--- src/rtl/clint_rtc_gen.sv ---
// Fractional-rate RTC square-wave generator feeding the CLINT rtc_i input.
// Each half-period lasts max(int,1) cycles plus one extra cycle whenever the fraction accumulator overflows.
module clint_rtc_gen #(
  parameter int unsigned           CntWidth      = 32,
  parameter int unsigned           FracWidth     = 16,
  parameter logic [CntWidth-1:0]   ResetHalfInt  = CntWidth'(15258),
  parameter logic [FracWidth-1:0]  ResetHalfFrac = FracWidth'(16'hC9FD)
) (
  input  logic                 clk_i,
  input  logic                 rst_i,
  input  logic                 en_i,
  input  logic                 cfg_valid_i,
  output logic                 cfg_ready_o,
  input  logic [CntWidth-1:0]  cfg_half_int_i,
  input  logic [FracWidth-1:0] cfg_half_frac_i,
  output logic                 rtc_o,
  output logic                 tick_o,
  output logic                 active_o
);

  typedef enum logic [1:0] {
    S_IDLE = 2'd0,
    S_RUN  = 2'd1,
    S_STOP = 2'd2
  } state_t;

  state_t               r_state;
  state_t               w_state_nxt;
  logic [CntWidth-1:0]  r_cnt;
  logic [FracWidth-1:0] r_acc;
  logic                 r_rtc;
  logic                 r_tick;
  logic [CntWidth-1:0]  r_act_int;
  logic [FracWidth-1:0] r_act_frac;
  logic [CntWidth-1:0]  r_sh_int;
  logic [FracWidth-1:0] r_sh_frac;
  logic                 r_sh_valid;

  logic                 w_reload;
  logic                 w_clear;
  logic                 w_toggle;
  logic                 w_dec;
  logic                 w_cnt_zero;
  logic                 w_xfer;
  logic                 w_direct;
  logic                 w_apply_sh;
  logic [CntWidth-1:0]  w_sel_int;
  logic [FracWidth-1:0] w_sel_frac;
  logic [CntWidth-1:0]  w_int_eff;
  logic [FracWidth:0]   w_sum;
  logic [CntWidth:0]    w_half;
  logic [CntWidth-1:0]  w_load;

  // Counter reload value is H-1, clamped so a wide H can never wrap the counter.
  function automatic logic [CntWidth-1:0] sat_dec(input logic [CntWidth:0] h);
    logic [CntWidth:0] d;
    d = h - 1'b1;
    if (d[CntWidth]) return '1;
    else             return d[CntWidth-1:0];
  endfunction

  assign w_cnt_zero = (r_cnt == '0);
  assign w_xfer     = cfg_valid_i & ~r_sh_valid;

  // A pending shadow is what the reload at this boundary must use.
  assign w_sel_int  = r_sh_valid ? r_sh_int  : r_act_int;
  assign w_sel_frac = r_sh_valid ? r_sh_frac : r_act_frac;
  assign w_int_eff  = (w_sel_int == '0) ? CntWidth'(1) : w_sel_int;
  assign w_sum      = {1'b0, r_acc} + {1'b0, w_sel_frac};
  assign w_half     = {1'b0, w_int_eff} + (CntWidth+1)'(w_sum[FracWidth]);
  assign w_load     = sat_dec(w_half);

  always_ff @(posedge clk_i) begin
    if (rst_i) r_state <= S_IDLE;
    else       r_state <= w_state_nxt;
  end

  always_comb begin
    w_state_nxt = r_state;
    w_reload    = 1'b0;
    w_clear     = 1'b0;
    w_toggle    = 1'b0;
    w_dec       = 1'b0;
    unique case (r_state)
      S_IDLE: begin
        if (en_i) begin
          w_state_nxt = S_RUN;
          w_reload    = 1'b1;
        end
      end
      S_RUN, S_STOP: begin
        if (!en_i && !r_rtc) begin
          w_state_nxt = S_IDLE;
          w_clear     = 1'b1;
        end else if (!en_i) begin
          // High phase finishes naturally so no truncated pulse reaches the CLINT.
          if (w_cnt_zero) begin
            w_state_nxt = S_IDLE;
            w_clear     = 1'b1;
            w_toggle    = 1'b1;
          end else begin
            w_state_nxt = S_STOP;
            w_dec       = 1'b1;
          end
        end else begin
          w_state_nxt = S_RUN;
          if (w_cnt_zero) begin
            w_toggle = 1'b1;
            w_reload = 1'b1;
          end else begin
            w_dec = 1'b1;
          end
        end
      end
      default: w_state_nxt = S_IDLE;
    endcase
  end

  always_comb begin
    active_o    = (r_state != S_IDLE);
    cfg_ready_o = ~r_sh_valid;
    rtc_o       = r_rtc;
    tick_o      = r_tick;
  end

  always_ff @(posedge clk_i) begin
    if (rst_i) begin
      r_cnt  <= '0;
      r_acc  <= '0;
      r_rtc  <= 1'b0;
      r_tick <= 1'b0;
    end else begin
      if (w_reload) begin
        r_cnt <= w_load;
        r_acc <= w_sum[FracWidth-1:0];
      end else if (w_clear) begin
        r_cnt <= '0;
        r_acc <= '0;
      end else if (w_dec) begin
        r_cnt <= r_cnt - 1'b1;
      end
      if (w_toggle) r_rtc <= ~r_rtc;
      r_tick <= w_toggle & ~r_rtc;
    end
  end

  // Idle (or entering idle) writes config straight to active; otherwise it waits in the shadow.
  assign w_direct   = w_xfer & ((r_state == S_IDLE) | w_clear);
  assign w_apply_sh = r_sh_valid & (w_reload | w_clear);

  always_ff @(posedge clk_i) begin
    if (rst_i) begin
      r_act_int  <= ResetHalfInt;
      r_act_frac <= ResetHalfFrac;
      r_sh_int   <= '0;
      r_sh_frac  <= '0;
      r_sh_valid <= 1'b0;
    end else begin
      if (w_apply_sh) begin
        r_act_int  <= r_sh_int;
        r_act_frac <= r_sh_frac;
        r_sh_valid <= 1'b0;
      end
      if (w_direct) begin
        r_act_int  <= cfg_half_int_i;
        r_act_frac <= cfg_half_frac_i;
      end else if (w_xfer) begin
        r_sh_int   <= cfg_half_int_i;
        r_sh_frac  <= cfg_half_frac_i;
        r_sh_valid <= 1'b1;
      end
    end
  end

endmodule
--- config.mk ---
export PLATFORM = sky130hd
export DESIGN_NAME = clint_rtc_gen
export DESIGN_NICKNAME = d
export VERILOG_FILES = /design/src/rtl/clint_rtc_gen.sv
export SDC_FILE = /design/constraint.sdc
export NUM_CORES = 1
export LEC_CHECK = 0
export BUFFER_PORTS_ARGS = -buffer_cell sky130_fd_sc_hd__buf_2
export CORE_MARGIN = 8
export CORE_UTILIZATION = 40
export DETAILED_ROUTE_END_ITERATION = 8
export PLACE_DENSITY = 0.68
export SYNTH_ARGS = -nofsm -noshare
export SYNTH_HDL_FRONTEND = slang
export SYNTH_SLANG_ARGS = --single-unit
--- constraint.sdc ---
create_clock -name clk_i -period 5.5 [get_ports clk_i]
set_input_delay 1.375 -clock clk_i [delete_from_list [all_inputs] [get_ports clk_i]]
set_output_delay 1.375 -clock clk_i [all_outputs]
set_load 0.01 [all_outputs]
Word-level counts from Yosys, hierarchy flattened:

Cells that the tools add are included.

* reduce and logical (&&, ||, !) cells: 12
* mux-type cells: 34
* eq/ne operators: 3
* bitwise operators: 9
* add/sub/neg operators: 4

Operators by type and width (number)
* 32-bit 2-to-1 mux: 8
* 16-bit 2-to-1 mux: 5
* 32-bit logical NOT: 2
* 32-bit by 1-bit adder with 33-bit output: 1
* 33-bit by 1-bit subtractor with 33-bit output, second input constant: 1
* 32-bit by 1-bit subtractor with 32-bit output, second input constant: 1
* 16-bit by 16-bit adder with 17-bit output: 1
* 1-bit 2-to-1 mux: 15
* 2-bit 2-to-1 mux: 4
* 2-bit nonzero test: 3
* 1-bit bitwise AND: 4
* 2-bit one-hot mux with 2 select lines: 1
* 1-bit NOT: 3
* 3-bit nonzero test: 1
* 2-bit by 1-bit == test with 1-bit output, second input constant: 1
* 2-bit == test, second input constant: 1
* 1-bit logical NOT: 2
* 2-bit logical NOT: 1
* 2-bit inequality test, second input constant: 1
* 1-bit OR: 2
* 1-bit one-hot mux with 2 select lines: 1
* 2-bit AND reduction: 1
* 2-bit OR reduction: 1
* 1-bit logical AND: 1

* bits of input ports: 52
* flip-flop bits (word level): 149
* output and inout bits: 4
* logic and storage cells: 72

Logic depth before layout (Yosys ltp):

Gate-level depths: netlist of run 1.

* word-level depth: 10
* mapped depth: 24
* gate-level depth less buffers: 19

Worst setup path after synthesis of run 1:

OpenSTA, ideal clock, no wires.

* kind: register to register
* start point: reg r_sh_valid
* end point: reg r_cnt[0]
* cell stages (with the launch flop): 24
* clock period less this slack: 5.451 ns
* buffers on the path: 6
* slack: 0.049 ns
* setup time: 0.086 ns
* required time: 5.414 ns
* arrival: 5.366 ns
* path through: dfxtp_1 -> buf_2 -> buf_2 -> clkbuf_1 -> buf_1 -> buf_2 -> buf_2 -> mux2_2 -> ha_1 -> a21o_1 -> a21oi_1 -> nand2_1 -> o221ai_1 -> o21ai_0 -> a21o_1 -> a21oi_1 -> ha_1 -> ha_1 -> o211ai_1 -> nor3_2 -> nand4b_1 -> a21oi_1 -> a21oi_1 -> a211oi_1

* longest elaborated chain between the ends: 7
* elaborated cells between the ends (all ways): 9
* classes of those cells: 3 x add/sub; 5 x mux; 1 x reduce/logical

Ends and longest elaborated chain
* start, declared: line 37 `logic r_sh_valid;`
* start signal, assigned: line 157 `r_sh_valid <= 1'b0;`
* start signal, assigned: line 162 `r_sh_valid <= 1'b0;`
* start signal, assigned: line 170 `r_sh_valid <= 1'b1;`
* branches (longest 3 deep; another with 16-bit by 16-bit adder with 17-bit output)
* 32-bit by 1-bit adder with 33-bit output (*): line 70 `assign w_half = {1'b0, w_int_eff} + (CntWidth+1)'(w_sum[FracWidth]);`
* 33-bit by 1-bit subtractor with 33-bit output (*): line 57 `d = h - 1'b1;`
* 32-bit 2-to-1 mux (*): line 58 `if (d[CntWidth]) return '1;`
* 32-bit 2-to-1 mux (*): line 133 `if (w_reload) begin`
* end signal, assigned: line 134 `r_cnt <= w_load;`
* end signal, assigned: line 140 `r_cnt <= r_cnt - 1'b1;`
* end, declared: line 29 `logic [CntWidth-1:0] r_cnt;`

Every way passes the cells marked *.
A chain may end at the register's enable or synchronous reset.

Worst setup path after layout of run 1:

* start point: reg r_sh_valid
* end point: reg r_cnt[26]

The elaborated chain is that of the path after synthesis.

==> metrics.yaml, run 1 <==
crit_buf_inv: 0
track_usage_pct: 18.4
r2r_start: "r_sh_valid$_SDFF_PP0_"
drt-initial-drc-count: 679
cp_common_cell: "ha_1"
cts_hold_buf: 0
synthArstFlopShare_pct: 0
cp.arrival_ns: 5.20
ant_nets: 0
cp_cell_sequence: "mux2_2 -> ha_1 -> o21a_1 -> o2111ai_1 -> o21ba_2 -> o221ai_1 -> o21ai_0 -> a21o_1 -> a21oi_1 -> ha_1 -> ha_1 -> nand3_1 -> a2111oi_2 -> nand3_1 -> xor2_1 -> a32oi_1 -> o32ai_1"
synth_warnings: 0
rrSetupSlack_ns: 0.63
power_frac_comb_pct: 28.0
postRouteWirelength_mm: 24.7
syn_nets: 1183
r2r-end: "r_cnt[26]$_SDFFE_PP0P_"
drive_gt1_share_pct: 13.6
fin_skew_ns: 0.00897
die_w_um: 163
cts_setup_buffers: 0
netlist_area_um2: 8690
start_util_pct: 40.3
finalCriticalPeriod_ns: 4.87
ios: 56
swShare_pct: 32.8
clock_latency_ns: 0.43
rsz0062_at_grt: "false"
finalSetupViolations: 0
clockBufferDepth: 2
worstMarginPinSlew_ns: 1.10
synth_area_leader_cell: "dfxtp_1"
hp-start: "r_acc[4]$_SDFFE_PP0N_"
grt_overflow_total: 0
min_to: "r_acc[4]$_SDFFE_PP0N_"
via_count: 8326
p_sw_w: 0.00113
p_leak_nw: 3.53
yosys.cell_types.count: 74
grt_pass1_wl_mm: 40.5
p_seq_share_pct: 37.5
cts.sinks: 149
cts-root-buf: "clkbuf_16"
setup-tns-final_ns: 0
maxSlewViolCount: 0
synth-edff-count: 0
slew_headroom_pct: 26.3
synth-seq-cells: 149
fillCellCount: 2117
grt_pass1_vias: 7796
synth_top_area_share_pct: 34.3
rows: 54
max_freq_mhz: 205
grt_max_degree: 69
syn_to_final_growth_pct: 12.3
end_kind: "flip-flop"
place_area_um2: 9160
drv_cap: 0
postLayoutCellArea_um2: 9760
place_ws_ns: 0.657
path_delay_family: "compound AO/OA/AOI/OAI gates"
worst_slack_ns: 0.634
syn_avg_cell_area_um2: 7.83
antenna_found_initial: 0
finalHoldViolCount: 0
status: "complete, no violations"
drtPass1Iterations: 6
crit_required_ns: 5.83
synthTopCellsByCount: "dfxtp_1 (149), nand2_1 (138), nor3_1 (111), a21oi_1 (88), nor2_1 (86)"
port-buffer-count: 55
core_area_um2: 21600
die_h_um: 163
min-delay-path-class: "reg2reg"
worstRegToRegCells: 17
p_int_w: 0.00231
viasPerCell: 5.88
clk_pin_slew_ns: 0.06
finalCritPeriodShare_pct: 88.5
wire_per_inst_um: 17.4
cp-start-kind: "flip-flop"
cts-htree-levels: 4
cp_slowest_stage_delay_ns: 0.69
synth_most_common_cell: "dfxtp_1"
antennaDiodeCount: 0
place_congestion: 0.865
vdd_ir_drop_max_v: 0.000221
synth_area_leaders: "dfxtp_1 (34%), nor3_1 (6.4%), nand2_1 (6.0%)"
cts-buffers-inserted: 17
hold-path-cell-count: 2
dp_hpwl_mm: 16.7
synthCells: 1109
slowest_stage: "a2111oi_2"
fin_nets: 1198
drc_errors: 0
dieArea_um2: 26700
seq_area_frac_synth_pct: 34.3
synth_ff_type: "dfxtp_1"
cts_tree: "yes"
ctsResizeCount: 0
worst-path-max-fanout: 13
critPathKind: "reg2reg"
p_clk_share_pct: 34.6
power_density_nw_per_um2: 352
==> cells by family after synthesis <==
| group | Yosys count | synth area share (%) |
|---|---|---|
| AO/OA/AOI/OAI | 303 | 22.2 |
| AND/OR/NAND/NOR | 457 | 25.8 |
| multiplexers | 48 | 5.83 |
| XOR/XNOR | 40 | 4.03 |
| flip-flops | 149 | 34.3 |
| adder cells (fa/ha/maj) | 22 | 3.26 |
| buffers and inverters | 90 | 4.52 |
==> registers in the layout, indices dropped and copies added (netlist names) <==
register	cells
r_act_frac	16
r_sh_int	32
r_cnt	32
r_sh_valid	1
r_act_int	32
rtc_o	1
r_state	2
r_acc	16
r_sh_frac	16
tick_o	1
==> metrics by stage <==
step           cells  power, W  utilization (%)  hold WS [ns]
2_1_floorplan   1109   0.00203                -         0.432
3_3_place_gp    1385   0.00224             42.5         0.441
3_5_place_dp    1385   0.00225             42.5         0.452
4_1_cts         1416   0.00344             45.3         0.463
5_1_grt         1416   0.00362             45.3         0.486
6_report        1416   0.00344             45.3         0.462
==> cell type report <==
class	count	area [um2]	area share, %
clock inverters	7	93.8	0.962
well taps	280	350	3.59
multi-input cells	870	5370	55.1
flip-flops and latches	149	2990	30.6
clock buffers	24	502	5.14
repair buffers	70	390	4.00
inverters	16	60.1	0.616
==> layer usage <==
metal	vias to the layer above	GRT usage (%)	wire, um
met4	0	6.34	466
met2	247	29.0	11100
met1	3930	24.8	11800
met3	31	3.10	1280
met5	-	0	0
li1	4118	-	-
==> worst reg2reg max path: stages, from the launching register on <==
cell and delay [ns]:
dfxtp_4 0.46, mux2_2 0.37, ha_1 0.33, o21a_1 0.22, o2111ai_1 0.28, o21ba_2 0.22
o221ai_1 0.23, o21ai_0 0.20, a21o_1 0.21, a21oi_1 0.21, ha_1 0.25, ha_1 0.25
nand3_1 0.17, a2111oi_2 0.69, nand3_1 0.18, xor2_1 0.19, a32oi_1 0.07, o32ai_1 0.25
==> worst max path at each step <==
stage                                      from                      to  slack, ns  cells after the start
after floorplan           r_sh_valid$_SDFF_PP0_   r_cnt[0]$_SDFFE_PP0P_       0.05                     23
after global placement    r_sh_valid$_SDFF_PP0_  r_cnt[22]$_SDFFE_PP0P_       0.82                     17
after detailed placement  r_sh_valid$_SDFF_PP0_   r_cnt[0]$_SDFFE_PP0P_       0.66                     18
after CTS                 r_sh_valid$_SDFF_PP0_   r_cnt[0]$_SDFFE_PP0P_       0.65                     18
after global routing      r_sh_valid$_SDFF_PP0_   r_cnt[0]$_SDFFE_PP0P_       0.25                     18
final                     r_sh_valid$_SDFF_PP0_  r_cnt[26]$_SDFFE_PP0P_       0.63                     17
==> cells in the final DEF (no fill, tap or decap), types with 5 or more instances in the layout <==
| cell type | instances |
|---|---|
| and2_1 | 6 |
| nand4_1 | 11 |
| o21ai_1 | 8 |
| o31ai_1 | 9 |
| nor4_1 | 16 |
| o22ai_1 | 44 |
| nor3_1 | 111 |
| or3_1 | 9 |
| clkbuf_16 | 17 |
| nand2b_1 | 9 |
| buf_2 | 54 |
| dfxtp_1 | 148 |
| clkbuf_8 | 5 |
| mux2_2 | 18 |
| o221a_2 | 6 |
| o211ai_1 | 13 |
| o21a_1 | 5 |
| a211oi_1 | 12 |
| buf_4 | 16 |
| xor2_1 | 23 |
| ha_1 | 21 |
| xnor2_1 | 17 |
| a21oi_1 | 88 |
| a21o_1 | 13 |
| nand2_1 | 138 |
| o21ai_0 | 46 |
| a22oi_1 | 18 |
| inv_1 | 16 |
| a31oi_1 | 6 |
| nor2_1 | 86 |
| mux2i_1 | 29 |
| nand3_1 | 30 |
==> power by group through the flow <==
| stage | clock, W | sequential (W) | combinational [W] |
|---|---|---|---|
| global route | 0.00125 | 0.00130 | 0.00107 |
| global placement | 0 | 0.00130 | 0.000937 |
| CTS | 0.00120 | 0.00128 | 0.000954 |
| floorplan | 0 | 0.00128 | 0.000750 |
| detailed placement | 0 | 0.00131 | 0.000947 |
| finish | 0.00119 | 0.00129 | 0.000961 |
Note: power is estimated with default switching activity, not from simulation.
==> inputs of run 2 (changes only) <==
--- a/config.mk
+++ b/config.mk
@@ -5,8 +5,9 @@
 export SDC_FILE = /design/constraint.sdc
 export NUM_CORES = 1
 export LEC_CHECK = 0
+export ABC_CLOCK_PERIOD_IN_PS = 5500
 export BUFFER_PORTS_ARGS = -buffer_cell sky130_fd_sc_hd__buf_2
-export CORE_MARGIN = 8
+export CORE_MARGIN = 3
 export CORE_UTILIZATION = 40
 export DETAILED_ROUTE_END_ITERATION = 8
 export PLACE_DENSITY = 0.68
==> metrics.yaml, run 2 (synthesis results as in run 1) <==
via_count: 8366  # +0.48%
cts-htree-levels: 4  # unchanged
place_inst: 1382  # -0.22%
p_leak_nw: 3.51  # -0.68%
finalCritPeriodShare_pct: 91.4  # +2.9 points
antenna_found_initial: 0  # unchanged
power_frac_comb_pct: 28.8  # +0.8 points
syn_to_final_growth_pct: 12.0
drt-initial-drc-count: 577  # -15%
critPathKind: "reg2reg"
cts_setup_buffers: 0  # unchanged
worst_slack_ns: 0.474  # -0.160 ns
status: "complete, no violations"
finalSetupViolations: 0  # unchanged
fin_skew_ns: 0.00799  # -0.000983 ns
cts-buffers-inserted: 17  # unchanged
cts.sinks: 149  # unchanged
grt_pass1_wl_mm: 41.6  # +2.9%
start_util_pct: 41.1  # +0.76 points
max_freq_mhz: 199  # -3.2%
grt_overflow_total: 0  # unchanged
clockBufferDepth: 2  # unchanged
wire_per_inst_um: 17.5  # +0.67%
grt_max_degree: 76  # +10%
rsz0062_at_grt: "false"
worstMarginPinSlew_ns: 0.985  # -0.119 ns
cts_tree: "yes"
drv_cap: 0  # unchanged
p_int_w: 0.00222  # -4.0%
drive_gt1_share_pct: 13.7  # +0.15 points
die_w_um: 153  # -6.1%
cp_slowest_stage_delay_ns: 0.51  # -0.18 ns
drtPass1Iterations: 5  # -1
track_usage_pct: 21.2  # +2.8 points
rows: 53  # -1.9%
cp_common_cell: "ha_1"
core_area_um2: 21200  # -1.9%
place_ws_ns: 0.444  # -0.213 ns
worst-path-max-fanout: 18  # +5
end_kind: "flip-flop"
die_h_um: 153  # -6.1%
p_seq_share_pct: 38.3  # +0.8 points
antennaDiodeCount: 0  # unchanged
clk_pin_slew_ns: 0.06  # about the same
cts-root-buf: "clkbuf_16"
swShare_pct: 34.1  # +1.4 points
min-delay-path-class: "reg2reg"
crit_buf_inv: 0  # unchanged
drc_errors: 0  # unchanged
ios: 56  # unchanged
fin_nets: 1200  # +0.17%
stdcell_count: 1413  # -0.21%
reg.largest.list: "r_act_int (32), r_cnt (32), r_sh_int (32)"
grt_pass1_vias: 7985  # +2.4%
dieArea_um2: 23500  # -12%
layout_commonest_cell: "dfxtp_1"
finalHoldViolCount: 0  # unchanged
path_delay_family: "compound AO/OA/AOI/OAI gates"
cp_cell_sequence: "mux2_2 -> ha_1 -> o21a_1 -> o2111ai_1 -> o21ba_2 -> o221ai_1 -> o21ai_0 -> a21o_1 -> a21oi_1 -> ha_1 -> ha_1 -> o211ai_1 -> nor3_4 -> nand4b_1 -> nor2_1 -> a31oi_1 -> a211oi_1"
postRouteWirelength_mm: 24.8  # +0.46%
cp-start-kind: "flip-flop"
dp_hpwl_mm: 16.9  # +1.3%
maxSlewViolCount: 0  # unchanged
viasPerCell: 5.92  # +0.69%
finalCriticalPeriod_ns: 5.03  # +0.160 ns
power_density_nw_per_um2: 346  # -1.7%
port-buffer-count: 55  # unchanged
layout_common_cells: "dfxtp_1 (148), nand2_1 (138), nor3_1 (111)"
p_sw_w: 0.00115  # +2.0%
vdd_ir_drop_max_v: 0.000244  # +10%
crit_required_ns: 5.82  # about the same
p_clk_share_pct: 32.9  # -1.7 points
ant_nets: 0  # unchanged
cp.arrival_ns: 5.35  # +0.15 ns
slowest_stage: "dfxtp_4"
setup-tns-final_ns: 0  # unchanged
place_congestion: 0.920  # +6.3%
clock_latency_ns: 0.43  # about the same
slew_headroom_pct: 34.3  # +8.0 points
-- run 2: final timing paths --
check | depth (start not counted) | end | slack, ns | startpoint
worst min register to register | 2 | r_acc[14]$_SDFFE_PP0N_ | 0.46 | r_acc[14]$_SDFFE_PP0N_
worst min-delay path | 2 | r_acc[14]$_SDFFE_PP0N_ | 0.46 | r_acc[14]$_SDFFE_PP0N_
worst max-delay path | 17 | r_cnt[27]$_SDFFE_PP0P_ | 0.47 | r_sh_valid$_SDFF_PP0_
worst max register to register | 17 | r_cnt[27]$_SDFFE_PP0P_ | 0.47 | r_sh_valid$_SDFF_PP0_
-- run 2: power groups by stage --
stage	Sequential [W]	Clock (W)	Combinational (W)
floorplan	0.00128	0	0.000750
global placement	0.00131	0	0.000940
detailed placement	0.00131	0	0.000952
CTS	0.00128	0.00112	0.000962
global route	0.00130	0.00117	0.00108
finish	0.00129	0.00111	0.000971
-- run 2: routing by layer --
metal	part of all wire (%)	vias to the layer above	global-route usage, %	wire length [um]
met4	2.1	0	6.56	514
met5	0	-	0	0
met1	47	3934	29.9	11700
met2	45	261	33.3	11200
met3	5.3	37	3.45	1320
li1	-	4134	-	-
-- run 2: tightest hold or removal path, cell delays in order (launching register included) --
cell and delay (ns):
dfxtp_1 0.33, nand2_1 0.05, o21ai_0 0.05
-- run 2: final cells by class --
| class | instances | area, um2 |
|---|---|---|
| Clock buffer | 20 | 447 |
| Clock inverter | 11 | 104 |
| Fill cell | 2089 | 11400 |
| Inverter | 16 | 60.1 |
| Multi-Input combinational cell | 870 | 5380 |
| Sequential cell | 149 | 2990 |
| Tap cell | 275 | 344 |
| Timing Repair Buffer | 72 | 405 |
-- run 2: repair_timing --
item | 4_1_cts | 5_1_grt
gates resized for setup | 0 | 1
hold buffers | 0 | 0
setup endpoints to repair | 0 | 4
-- run 2: stage by stage --
stage,cell area (um2),hold WS [ns],utilization (%),total power [W]
after global placement,9170,0.439,43.3,0.00225
after floorplan,8690,0.432,-,0.00203
after global routing,9730,0.496,46.0,0.00356
after CTS,9720,0.463,46.0,0.00337
after detailed placement,9170,0.449,43.3,0.00226
final,9730,0.463,46.0,0.00337
